--- config.mk ---
export PLATFORM = sky130hd
export DESIGN_NAME = regfile_2r1w_be
export DESIGN_NICKNAME = d
export VERILOG_FILES = /design/src/rtl/regfile_2r1w_be.sv
export SDC_FILE = /design/constraint.sdc
export NUM_CORES = 1
export LEC_CHECK = 0
export ABC_AREA = 1
export BUFFER_PORTS_ARGS = -buffer_cell sky130_fd_sc_hd__buf_2
export CAP_MARGIN = 20
export CORE_MARGIN = 3
export CORE_UTILIZATION = 35
export DETAILED_ROUTE_END_ITERATION = 6
export GPL_TIMING_DRIVEN = 0
export PLACE_DENSITY = 0.52
export RECOVER_POWER = 25
export SYNTH_ARGS = -nofsm -noshare
export SYNTH_HDL_FRONTEND = slang
export SYNTH_SLANG_ARGS = --single-unit
--- constraint.sdc ---
create_clock -name CLK -period 7.19 [get_ports CLK]
set_clock_uncertainty 0.15 [all_clocks]
set_input_delay 0 -clock CLK [delete_from_list [all_inputs] [get_ports CLK]]
set_output_delay 0 -clock CLK [all_outputs]
set_load 0.05 [all_outputs]
--- src/rtl/regfile_2r1w_be.sv ---
// DEPTH x WIDTH register file: one byte-enabled write port, two registered read ports
// with write-first bypass, and a sweep-clear engine that zeroes one entry per cycle.
module regfile_2r1w_be #(
   parameter int WIDTH  = 16,
   parameter int DEPTH  = 8,
   parameter int ADDR_W = 3
) (
   input  logic              CLK,
   input  logic              RST,
   input  logic              WrEn,
   input  logic [ADDR_W-1:0] WrAddr,
   input  logic [WIDTH-1:0]  WrData,
   input  logic [WIDTH/8-1:0] WrBe,
   input  logic              RdEnA,
   input  logic [ADDR_W-1:0] RdAddrA,
   output logic [WIDTH-1:0]  RdDataA,
   output logic              RdValidA,
   input  logic              RdEnB,
   input  logic [ADDR_W-1:0] RdAddrB,
   output logic [WIDTH-1:0]  RdDataB,
   output logic              RdValidB,
   input  logic              ClrReq,
   output logic              Busy,
   output logic              DbgState,
   output logic [ADDR_W-1:0] DbgPtr
);

   localparam int BE_W = WIDTH / 8;

   typedef enum logic {
      IDLE  = 1'b0,
      CLEAR = 1'b1
   } state_t;

   state_t            state;
   logic [ADDR_W-1:0] ptr;
   logic [WIDTH-1:0]  mem [DEPTH];

   logic              wr_in_range;
   logic              wr_ok;
   logic [WIDTH-1:0]  wr_word;
   logic [WIDTH-1:0]  rd_word_a;
   logic [WIDTH-1:0]  rd_word_b;

   assign wr_in_range = int'(WrAddr) < DEPTH;
   // A ClrReq edge in IDLE drops the coincident write, which also removes it from bypass.
   assign wr_ok = (state == IDLE) && WrEn && !ClrReq && wr_in_range;

   // Stored word with the enabled lanes replaced by WrData.
   always_comb begin
      wr_word = '0;
      if (wr_in_range) begin
         wr_word = mem[WrAddr];
      end
      for (int i = 0; i < BE_W; i++) begin
         if (WrBe[i]) begin
            wr_word[8*i +: 8] = WrData[8*i +: 8];
         end
      end
   end

   always_comb begin
      rd_word_a = '0;
      if (int'(RdAddrA) < DEPTH) begin
         rd_word_a = (wr_ok && (RdAddrA == WrAddr)) ? wr_word : mem[RdAddrA];
      end
   end

   always_comb begin
      rd_word_b = '0;
      if (int'(RdAddrB) < DEPTH) begin
         rd_word_b = (wr_ok && (RdAddrB == WrAddr)) ? wr_word : mem[RdAddrB];
      end
   end

   always_ff @(posedge CLK or posedge RST) begin
      if (RST) begin
         for (int i = 0; i < DEPTH; i++) begin
            mem[i] <= '0;
         end
         state    <= IDLE;
         ptr      <= '0;
         Busy     <= 1'b0;
         RdDataA  <= '0;
         RdDataB  <= '0;
         RdValidA <= 1'b0;
         RdValidB <= 1'b0;
      end else begin
         case (state)
            IDLE: begin
               RdValidA <= RdEnA;
               RdValidB <= RdEnB;
               if (RdEnA) begin
                  RdDataA <= rd_word_a;
               end
               if (RdEnB) begin
                  RdDataB <= rd_word_b;
               end
               if (wr_ok) begin
                  mem[WrAddr] <= wr_word;
               end
               if (ClrReq) begin
                  state <= CLEAR;
                  ptr   <= '0;
                  Busy  <= 1'b1;
               end
            end
            CLEAR: begin
               // Ports are frozen: no valids, read data holds its last value.
               RdValidA <= 1'b0;
               RdValidB <= 1'b0;
               mem[ptr] <= '0;
               if (int'(ptr) == DEPTH - 1) begin
                  state <= IDLE;
                  ptr   <= '0;
                  Busy  <= 1'b0;
               end else begin
                  ptr <= ptr + ADDR_W'(1);
               end
            end
            default: begin
               state <= IDLE;
               Busy  <= 1'b0;
            end
         endcase
      end
   end

   assign DbgState = (state == CLEAR);
   assign DbgPtr   = ptr;

endmodule

==> metrics.cfg <==
[outcome]
run_status = finished, violations left
violations = capacitance limit, slew limit

[global_route]
gr-total-overflow = 0
antenna_found_initial = 0
grt_pass1_vias = 11400
track_usage = 0.318
grt_pass1_wl_mm = 76.3
grt_max_degree = 102

[cts]
cts_buffers = 17
clock_sinks = 167
insertion_delay_ns = 0.45
cts_tree = done
cts_post_setup_buffers_inserted = 0
cts.path.max_buffers = 2
cts-root-buf = clkbuf_16
htreeDepth = 4
clkTransAtPathRegs_ns = 0.08

[worst_hold_path]
worstHoldPathCells = 7
hold_path.class = input pin to flip-flop

[place]
gp_congestion = 1.01
portBuffers = 66
hpwlAfterDp_mm = 35.4
pre_cts_ws_ns = 4.60

[critical_path]
start_kind = flip-flop
end_kind = flip-flop
crit_required_ns = 7.44
worstSetupPathType = flip-flop to flip-flop
cp_slowest_cell = clkbuf_1
crit_chain = inv_1 -> nand2_2 -> inv_1 -> clkbuf_1 -> nand2_1 -> inv_1 -> nand2_1 -> dlygate4sd3_1 -> nand2_1
critPathMaxFanout = 10
arrival_ns = 3.04
cpPeakStageDelay_ns = 0.68
reg2regPathDepth = 9

[finish]
drive_above_1_share = 0.126
fillers = 3219
antenna_cells = 0
area_delta_synth_final_pct = 15.0
fin_nets = 1719

[die]
pin_count = 72
die-area_um2 = 32500
coreArea_um2 = 29800
start_util = 0.357
rows = 63
fp.dieW_um = 180
die_y_um = 180

[power_and_ir_drop]
clockPowerShare = 0.253
p_int_uw = 1920
p_leak_uw = 0.00622
p_per_area_nw_per_um2 = 298
power_frac_comb = 0.399
peakVddDrop_v = 0.000190
seqPwrFrac = 0.348
p_switching_uw = 1730
swShare = 0.474

[sta]
hold_violations = 0
fin_crit_ns = 2.79
tns_ns = 0
finalCritPeriodShare = 0.387
max_freq_ghz = 0.359
rsz0062_at_grt = false
setup_viol = 0
fin_ws_ns = 4.40
tightest_slew_ns = 3.34
max_slew_margin = -1.24
maxSlewViolCount = 67

[drt]
drt_iter0_drc = 1932
num_vias = 12100
drc_errors = 0
wl_mm = 52.6
vias_per_cell = 5.80
drt_pass1_iterations = 6
avgRoutedWirePerCell_um = 25.2
antenna_left = 0

[yosys]
ys_seq_area_frac = 0.393
syn_avg_cell_area_um2 = 6.76
syn_area_um2 = 10600
synth_seq_cells = 167
syn-instance-count = 1575
syn-num-nets = 1610
synth.yosys.warnings = 0
ys_types = 27

[flow_run]
cap_violations = 1

-- metal layers --
metal / global-route usage / part of all wire / wire, um
met5: 0 / 0 / 0
met2: 0.468 / 0.42 / 22000
met1: 0.425 / 0.40 / 21300
met3: 0.0912 / 0.12 / 6150
met4: 0.163 / 0.060 / 3180
-- metrics by stage --
stage / utilization / cell area, um2 / hold WS [ns] / total power, uW / std cells
global route: 0.411 / 12200 / 0.0646 / 3800 / 2087
detailed placement: 0.386 / 11500 / -0.0541 / 2720 / 2032
finish: 0.411 / 12200 / 0.0248 / 3650 / 2087
CTS: 0.412 / 12300 / 0.00610 / 3650 / 2087
floorplan: - / 10600 / 0.00379 / 2230 / 1575
global placement: 0.385 / 11500 / 0.131 / 2710 / 2031
-- area by class of cell --
| type | count | area (um2) | share of cell area |
|---|---|---|---|
| Buffer | 104 | 558 | 0.0456 |
| Clock buffer | 18 | 439 | 0.0359 |
| Clock inverter | 14 | 116 | 0.00950 |
| Inverter | 167 | 636 | 0.0519 |
| Multi-Input combinational cell | 1137 | 5270 | 0.431 |
| Sequential cell | 167 | 4180 | 0.341 |
| Tap cell | 390 | 488 | 0.0399 |
| Timing Repair Buffer | 90 | 554 | 0.0453 |
-- registers in the layout (all words and copies together) (netlist names) --
| name | count |
|---|---|
| mem | 128 |
| RdDataA | 16 |
| RdDataB | 16 |
| DbgPtr | 3 |
| Busy | 1 |
| DbgState | 1 |
| RdValidA | 1 |
| RdValidB | 1 |
-- cell families (layout without fill, tap and decap cells) --
logic type               Yosys count  in the layout  share of synthesized area
flip-flops                       167            167                      0.393
AND/OR/NAND/NOR                  984            984                      0.408
buffers and inverters            271            393                      0.112
AO/OA/AOI/OAI                    151            151                     0.0846
adder cells (fa/ha/maj)            2              2                    0.00235
-- layout by cell type, fill, tap and decap left out, drive strengths merged --
cell         synthesis  layout
ha                   2       2
nor2                66      66
a21oi               15      15
buf                 82     122
or2                 16      16
dfrtp              167     167
nand2              548     548
clkbuf              22      67
clkinvlp             0       4
nand4               24      24
nand3              330     330
o21ai               26      26
o22ai              110     110
dlygate4sd3          0      23
inv                165     170
clkinv               2       7
-- final timing paths --
| path | start | end | slack (ns) |
|---|---|---|---|
| setup / recovery | DbgState | RdDataA[14] | 4.40 |
| hold / removal | RdAddrA[2] | RdDataA[7] | 0.02 |
| setup reg to reg | DbgState | RdDataA[14] | 4.40 |
| hold reg to reg | RdDataA[7] | RdDataA[7] | 0.33 |
| max in group asynchronous | RST | mem[51] | 4.46 |
| min in group asynchronous | RST | RdDataB[1] | 0.90 |
-- timing repair --
action                                  CTS  global route
gates resized for setup                   0             0
endpoints found under the setup margin    0             0
endpoints found under the hold margin   241             0
hold buffers                             23             0
-- synthesized netlist by cell type (all sizes together) --
cell	number	area share
nor2	66	0.027
buf	82	0.045
o21ai	26	0.013
ha	2	0.0024
o22ai	110	0.065
nand4	24	0.014
clkinv	2	0.00094
nand3	330	0.16
or2	16	0.0094
inv	165	0.059
nand2	548	0.20
clkbuf	22	0.0078
a21oi	15	0.0071
dfrtp	167	0.39
-- worst max-delay path: cells and delay by family (launching register included) --
| kind | cells | cell delay [ns] |
|---|---|---|
| and+or+nand+nor | 4 | 0.39 |
| buffers and inverters | 5 | 1.71 |
| DFF | 1 | 0.46 |
-- power by group through the flow --
stage,Clock [uW],Combinational [uW],Sequential [uW]
final,922,1460,1270
after global routing,962,1550,1290
after CTS,930,1450,1260
after detailed placement,0,1440,1280
after global placement,0,1430,1280
after floorplan,0,623,1600
Note: power is estimated with default switching activity, not from simulation.
